<file path="config.mk">
export PLATFORM = sky130hd
export DESIGN_NAME = uart_rx
export DESIGN_NICKNAME = d
export VERILOG_FILES = /design/src/rtl/uart_rx.sv
export SDC_FILE = /design/constraint.sdc
export NUM_CORES = 1
export LEC_CHECK = 0
export CORE_ASPECT_RATIO = 1.4
export CORE_UTILIZATION = 30
export DETAILED_ROUTE_END_ITERATION = 7
export SYNTH_ARGS = -nofsm -noshare
export SYNTH_HDL_FRONTEND = slang
export SYNTH_SLANG_ARGS = --single-unit
export TNS_END_PERCENT = 1
</file>
<file path="constraint.sdc">
create_clock -name clk_i -period 3.74 [get_ports clk_i]
set_clock_uncertainty 0.05 [all_clocks]
set_input_delay 0.374 -clock clk_i [delete_from_list [all_inputs] [get_ports clk_i]]
set_output_delay 0.374 -clock clk_i [all_outputs]
set_load 0.02 [all_outputs]
</file>
<file path="src/rtl/uart_rx.sv">
// 16x-oversampled UART receiver: 5-8 data bits, optional odd/even parity, 1 or 2 stop bits.
// Define UART_RX_MAJORITY_EN to decide each bit by 2-of-3 majority of ticks 6/7/8 instead of a single tick-7 sample.
module uart_rx #(
    parameter int DLY        = 1,
    parameter int DATA_WIDTH = 8
) (
    input  logic                  clk_i,
    input  logic                  rst_i,
    input  logic [3:0]            data_bits,
    input  logic [1:0]            parity_mode,
    input  logic [1:0]            stop_bits,
    input  logic                  br16_en_i,
    input  logic                  rx_i,
    output logic [DATA_WIDTH-1:0] rx_data_o,
    output logic                  rx_vld_o,
    output logic                  parity_err_o,
    output logic                  frame_err_o,
    output logic                  rx_busy_o
);

    typedef enum logic [5:0] {
        IDLE   = 6'b000001,
        START  = 6'b000010,
        DATA   = 6'b000100,
        PARITY = 6'b001000,
        STOP   = 6'b010000,
        BREAK  = 6'b100000
    } state_t;

`ifdef UART_RX_MAJORITY_EN
    localparam logic [3:0] DEC_TICK = 4'd8;
`else
    localparam logic [3:0] DEC_TICK = 4'd7;
`endif

    state_t     state_q, state_d;
    logic       rx_meta, rx_s;
    logic [3:0] tick_cnt;
    logic [2:0] bit_cnt;
    logic       stop_cnt;
    logic [2:0] last_bit, last_bit_in;
    logic [1:0] par_cfg;
    logic       two_stop;
    logic [7:0] shift_q;
    logic       par_err_q, frame_err_q;
    logic       bit_val, decide, wrap, start_det, stop_done, frame_err_now;

    always_ff @(posedge clk_i) begin
        if (rst_i) begin
            rx_meta <= 1'b1;
            rx_s    <= 1'b1;
        end else begin
            rx_meta <= rx_i;
            rx_s    <= rx_meta;
        end
    end

`ifdef UART_RX_MAJORITY_EN
    logic samp6, samp7;

    always_ff @(posedge clk_i) begin
        if (rst_i) begin
            samp6 <= 1'b1;
            samp7 <= 1'b1;
        end else if (br16_en_i) begin
            if (tick_cnt == 4'd6) samp6 <= rx_s;
            if (tick_cnt == 4'd7) samp7 <= rx_s;
        end
    end

    assign bit_val = (samp6 & samp7) | (samp6 & rx_s) | (samp7 & rx_s);
`else
    assign bit_val = rx_s;
`endif

    assign decide        = br16_en_i && (tick_cnt == DEC_TICK);
    assign wrap          = br16_en_i && (tick_cnt == 4'hF);
    assign start_det     = (state_q == IDLE) && !rx_s;
    assign stop_done     = (state_q == STOP) && decide && (stop_cnt == two_stop);
    assign frame_err_now = frame_err_q | ~bit_val;
    assign rx_busy_o     = (state_q != IDLE);

    always_comb begin
        last_bit_in = 3'd7;
        if (data_bits < 4'd5)      last_bit_in = 3'd4;
        else if (data_bits > 4'd8) last_bit_in = 3'd7;
        else                       last_bit_in = 3'(data_bits - 4'd1);
    end

    always_ff @(posedge clk_i) begin
        if (rst_i) state_q <= IDLE;
        else       state_q <= state_d;
    end

    always_comb begin
        state_d = state_q;
        case (state_q)
            IDLE:   if (!rx_s) state_d = START;
            START: begin
                if (decide && bit_val) state_d = IDLE;
                else if (wrap)         state_d = DATA;
            end
            DATA:   if (wrap && bit_cnt == last_bit) state_d = par_cfg[1] ? STOP : PARITY;
            PARITY: if (wrap) state_d = STOP;
            STOP:   if (stop_done) state_d = (frame_err_now && shift_q == 8'd0) ? BREAK : IDLE;
            BREAK:  if (rx_s) state_d = IDLE;
            default: state_d = IDLE;
        endcase
    end

    // Frame datapath; the result registers load on the edge that leaves STOP
    always_ff @(posedge clk_i) begin
        if (rst_i) begin
            tick_cnt     <= 4'd0;
            bit_cnt      <= 3'd0;
            stop_cnt     <= 1'b0;
            last_bit     <= 3'd7;
            par_cfg      <= 2'b10;
            two_stop     <= 1'b0;
            shift_q      <= 8'd0;
            par_err_q    <= 1'b0;
            frame_err_q  <= 1'b0;
            rx_data_o    <= '0;
            rx_vld_o     <= 1'b0;
            parity_err_o <= 1'b0;
            frame_err_o  <= 1'b0;
        end else begin
            rx_vld_o <= 1'b0;
            if (start_det) begin
                tick_cnt    <= 4'd0;
                bit_cnt     <= 3'd0;
                stop_cnt    <= 1'b0;
                shift_q     <= 8'd0;
                par_err_q   <= 1'b0;
                frame_err_q <= 1'b0;
                last_bit    <= last_bit_in;
                par_cfg     <= parity_mode;
                two_stop    <= (stop_bits == 2'b01);
            end else if (br16_en_i && state_q != IDLE && state_q != BREAK) begin
                tick_cnt <= tick_cnt + 4'd1;
            end
            if (state_q == DATA && decide) shift_q[bit_cnt] <= bit_val;
            if (state_q == DATA && wrap)   bit_cnt <= bit_cnt + 3'd1;
            if (state_q == PARITY && decide)
                par_err_q <= (((^shift_q) ^ bit_val) == par_cfg[0]);
            if (state_q == STOP && decide && !bit_val) frame_err_q <= 1'b1;
            if (state_q == STOP && wrap)               stop_cnt <= 1'b1;
            if (stop_done) begin
                rx_data_o    <= DATA_WIDTH'(shift_q);
                rx_vld_o     <= 1'b1;
                parity_err_o <= par_err_q;
                frame_err_o  <= frame_err_now;
            end
        end
    end

endmodule

</file>
# == Yosys cells after proc, flatten, opt, wreduce, memory -nomap -nowiden ==
# Index checks and enable logic that the tools add are counted.
# op_classes
add_sub_neg,3
magnitude_cmp,4
n_eq_ne,20
mux,25
n_bitwise,3
reduce_logical,25
# op_table
op,n
$mux 6,8
$pmux 6 s6,1
$mux 8,3
$logic_and 1x1->1,16
$mux 3,4
$ne 2x2->1 const B,5
$bwmux 8,1
$logic_not 8->1,1
$reduce_bool 2->1,4
$reduce_xor 8->1,1
$eq 6x1->1 const B,1
$eq 6x2->1 const B,1
$eq 6x3->1 const B,1
$eq 6x4->1 const B,1
$eq 6x5->1 const B,1
$eq 6x6->1 const B,1
$mux 1,6
$ne 6x1->1 const B,1
$ne 6x6->1 const B,1
$reduce_and 6->1,1
$mux 5,1
$add 4x1->4 const B,1
$eq 4x3->1 const B,1
$eq 4x4->1 const B,1
16 further kinds,17
# word_totals
register_bits,43
input_bits,12
elab_cells,96

# == Depth between registers and ports, before layout ==
# depth
ltp_word,6
depth_mapped,7
ltp_nobuf,7

# == Least setup slack after synthesis ==
# Ideal clock, no wire load.
# synth_timing
kind,register to register
start,register state_q[5]
end,register last_bit[0]
setup_time_ns,0.120
arrival_time_ns,1.750
path_slack_ns,1.820
path_stages_with_launch,6
path_buffers,2
cell_sequence,dfxtp_1 buf_6 or4_4 or3_4 buf_6 a211o_1
# synth_between
elab_chain_cells,2
# synth_lines
item,line,source
from (decl),36,"state_t state_q, state_d;"
from (signal assigned),92,else state_q <= state_d;
$eq 6x1->1,78,assign start_det = (state_q == IDLE) && !rx_s;
$logic_and 1x1->1,78,
to (signal assigned),136,last_bit <= last_bit_in;
to (decl),41,"logic [2:0] last_bit, last_bit_in;"
# Every way passes these cells.
# A chain may end at the register's enable or synchronous reset.

# == Final worst setup path ==
# layout_timing
start,register state_q[5]
end,output rx_busy_o
# layout_between
elab_chain_cells,1
# layout_lines
item,line,source
$ne 6x1->1,81,assign rx_busy_o = (state_q != IDLE);
to (decl),18,output logic rx_busy_o
# Every way passes these cells.

==> summary.md <==
| Metric | Value |
|---|---|
| Routability cong. | `0.8975` |
| Initial antenna violation count | `0` |
| Syn Nets | `262` |
| Commonest non-fill, non-tap cells in the layout | `dfxtp_1 (43), nor2_1 (31), nand2_1 (24), clkdlybuf4s50_1 (23), mux2i_1 (18)` |
| CTS root buf | `clkbuf_8` |
| Yosys top cell by area | `dfxtp_1` |
| Critical Path End Type | `primary output` |
| CTS Hold Bufs | `0` |
| Number of global-route vias before repair | `~1700` |
| Mean Syn Cell Area | `about 8.8 um2` |
| Fillers | `752` |
| Max Slew Vio Count | `0` |
| Synth Area in Adders | `0.04079` |
| Pwr Density | `358.4 nW/um2` |
| Commonest non-fill, non-tap cell in the layout | `dfxtp_1` |
| Post_cts resized | `0` |
| Yosys top cell area share | `0.4009` |
| Floorplan core area | `slightly below 7000 um2` |
| Crit start category | `flip-flop` |
| Worst Path Required | `3320 ps` |
| Post-route design area | `roughly 2600 um2` |
| DIE AREA | `7504 um2` |
| Design Power | `around 0.9 mW` |
| Initial core utilization | `0.3095` |
| CP Cell Sequence | `nor4_1, nand2_1, clkdlybuf4s50_1` |
| Worst hold path type | `reg -> reg` |
| TritonCTS clock tree | `done` |
| RSZ-0062 raised after global routing | `false` |
| Top cells by area, synth | `dfxtp_1 (40%), mux2i_1 (8.4%), nor2_1 (5.4%)` |
| Clock sink total | `43` |
| Area Overhead vs Synth | `19.17%` |
| Post-synthesis compound-gate area fraction | `0.09907` |
| Post-synthesis mux area share | `0.08916` |
| Mapped Cells | `243` |
| First-pass GRT wire length | `between 7000 and 8000 um` |
| Dpl ws | `1285 ps` |
| DIE WIDTH | `73.50 um` |
| Clock slew at reported path FFs | `about 90 ps` |
| Ys flop type | `dfxtp_1` |
| Final hold vios | `0` |
| Routed wire length per instance | `~13 um` |
| Largest family of logic cells by synthesized area | `simple AND/OR/NAND/NOR gates` |
| Post-layout minimum cycle time | `2192 ps` |
| Fin worst setup slack | `1548 ps` |
| Largest net degree at the start of global routing | `37` |
| Outcome | `complete, no violations` |
| Setup Fix Bufs, Post-CTS | `0` |
| HPWL Detailed | `roughly 3300 um` |
| All-Layer GR Usage | `0.1361` |
| Antenna Cells | `0` |
| Detailed Routing Iterations Pass 1 | `4` |
| Nets@finish | `280` |
| Io pins | `24` |
| Arr. time, crit path | `1770 ps` |
| Total CTS buffers | `5` |
| CP max FO | `9` |
| Number of synthesized register bits | `43` |
| Number of remaining DRC errors | `0` |
| Worst-Skew Late Latency | `300 ps` |
| Max-slew headroom | `0.4811` |
| Proportion of layout cells with a drive suffix above 1 | `0.08397` |
| Final TNS setup | `0 ps` |
| Post-synthesis cell type count | `between 40 and 50` |
| Via count | `1738` |
| Final period utilization | `0.5861` |
| Max Cap Violations | `0` |
| Slew @ Worst Pin | `778.3 ps` |
| Max incr delay on CP | `about 560 ps` |
| Synth Area in XOR/XNOR | `0.05711` |
| Crit path kind | `reg -> out` |
| Lkg Pwr | `0.9891 nW` |
| Register area share after synthesis | `0.4009` |
| Vias per Instance | `4.868` |
| Clock tree buffer depth | `2` |
| Post-route ant nets | `0` |
| Achievable Freq | `456.2 MHz` |
| Post-placement cell area | `2441 um2` |
| Post-synth EDFFs | `0` |
| Number of DRC markers in iteration 0 | `64` |
| Yosys Warn Count | `0` |
| PortBufs | `23` |
| Slowest CP cell | `clkdlybuf4s50_1` |
| Simple-gate share of the synthesized area | `0.2611` |
| H-tree depth | `2` |
| Max VDD drop | `around 0.21 mV` |
| Vert. Die Dim | `102.1 um` |
| Post-Syn Area | `2147 um2` |
| Gr ovfl total | `0` |
| Post-synthesis async set-or-reset flop share | `0` |
| Placement Rows | `36` |
| Final setup viols | `0` |
| WL final | `roughly 4600 um` |
[kinds of logic (layout without fill, tap and decap cells)]
group	after synthesis	count (layout)
AOI/OAI and AO/OA	31	31
adders and majority gates	7	7
and+or+nand+nor	104	104
xor gates and xnor gates	14	14
DFF	43	43
muxes	19	19
buffers and inverters	25	44
[power breakdown]
part	total [mW]	leakage [nW]	internal, mW	switching (mW)
clock	0.376	0.0612	0.216	0.160
sequential	0.472	0.348	0.464	0.00808
combinational	0.0693	0.580	0.0333	0.0360
total	0.917	0.989	0.713	0.204
[cell type report]
cell class	count	area, um2	area share
Clock inverter	2	35.03	0.01369
Sequential cell	43	860.8	0.3364
Clock buffer	6	82.58	0.03227
Tap cell	95	118.9	0.04645
Multi-Input combinational cell	175	1175	0.4592
Timing Repair Buffer	25	245.2	0.09584
Inverter	11	41.29	0.01614
[synth_stat cells, types with 3 or more instances]
| cell type | n |
|---|---|
| or2_2 | 4 |
| dfxtp_1 | 43 |
| nor3_1 | 4 |
| or3_1 | 4 |
| xnor2_1 | 6 |
| nor2_1 | 31 |
| nand3b_1 | 3 |
| mux2i_1 | 18 |
| inv_1 | 11 |
| nand2b_1 | 6 |
| nand2_1 | 24 |
| nor2b_1 | 3 |
| ha_1 | 7 |
| clkbuf_1 | 9 |
| o21ai_0 | 5 |
| nand3_1 | 4 |
| xor2_1 | 8 |
| a21oi_1 | 9 |
[path summary, 6_finish.rpt]
check | to | slack [ps] | start | depth (start not counted)
max reg2reg | state_q[4] | 1560 | tick_cnt[0] | 5
min reg2reg | bit_val | 370 | rx_meta | 1
max | rx_busy_o | 1550 | state_q[5] | 3
min | bit_val | 370 | rx_meta | 1
[metrics by stage]
stage / hold slack (ps) / utilization / cells
after detailed placement: 353.1 / 0.3519 / 349
after CTS: 376.5 / 0.3689 / 357
after global routing: 391.4 / 0.3689 / 357
final: 369.3 / 0.3689 / 357
after floorplan: 339.5 / - / 243
after global placement: 346.5 / 0.3519 / 349
[worst max-delay path, delay by kind of cell, from the launching register on]
| kind | cells | cell delay, ps |
|---|---|---|
| buffers and inverters | 1 | 560 |
| DFF | 1 | 400 |
| and+or+nand+nor | 2 | 500 |
[routing by layer]
layer  GRT usage  wire, um  up-vias  part of all wire
met5           0         0        -                 0
met4     0.09172       216        0             0.047
met3     0.02959       136       14             0.030
met1      0.1430      1948      810              0.42
met2      0.2392      2307       33              0.50
li1            -         -      881                 -
[sequential cells by signal (all words and copies together) (netlist names)]
| register | flops |
|---|---|
| bit_cnt | 3 |
| bit_val | 1 |
| frame_err_o | 1 |
| frame_err_q | 1 |
| last_bit | 3 |
| par_cfg | 2 |
| par_err_q | 1 |
| parity_err_o | 1 |
| rx_data_o | 8 |
| rx_meta | 1 |
| rx_vld_o | 1 |
| shift_q | 8 |
| state_q | 6 |
| stop_cnt | 1 |
| tick_cnt | 4 |
| two_stop | 1 |
No activity file was read; power rests on OpenSTA's default activity.
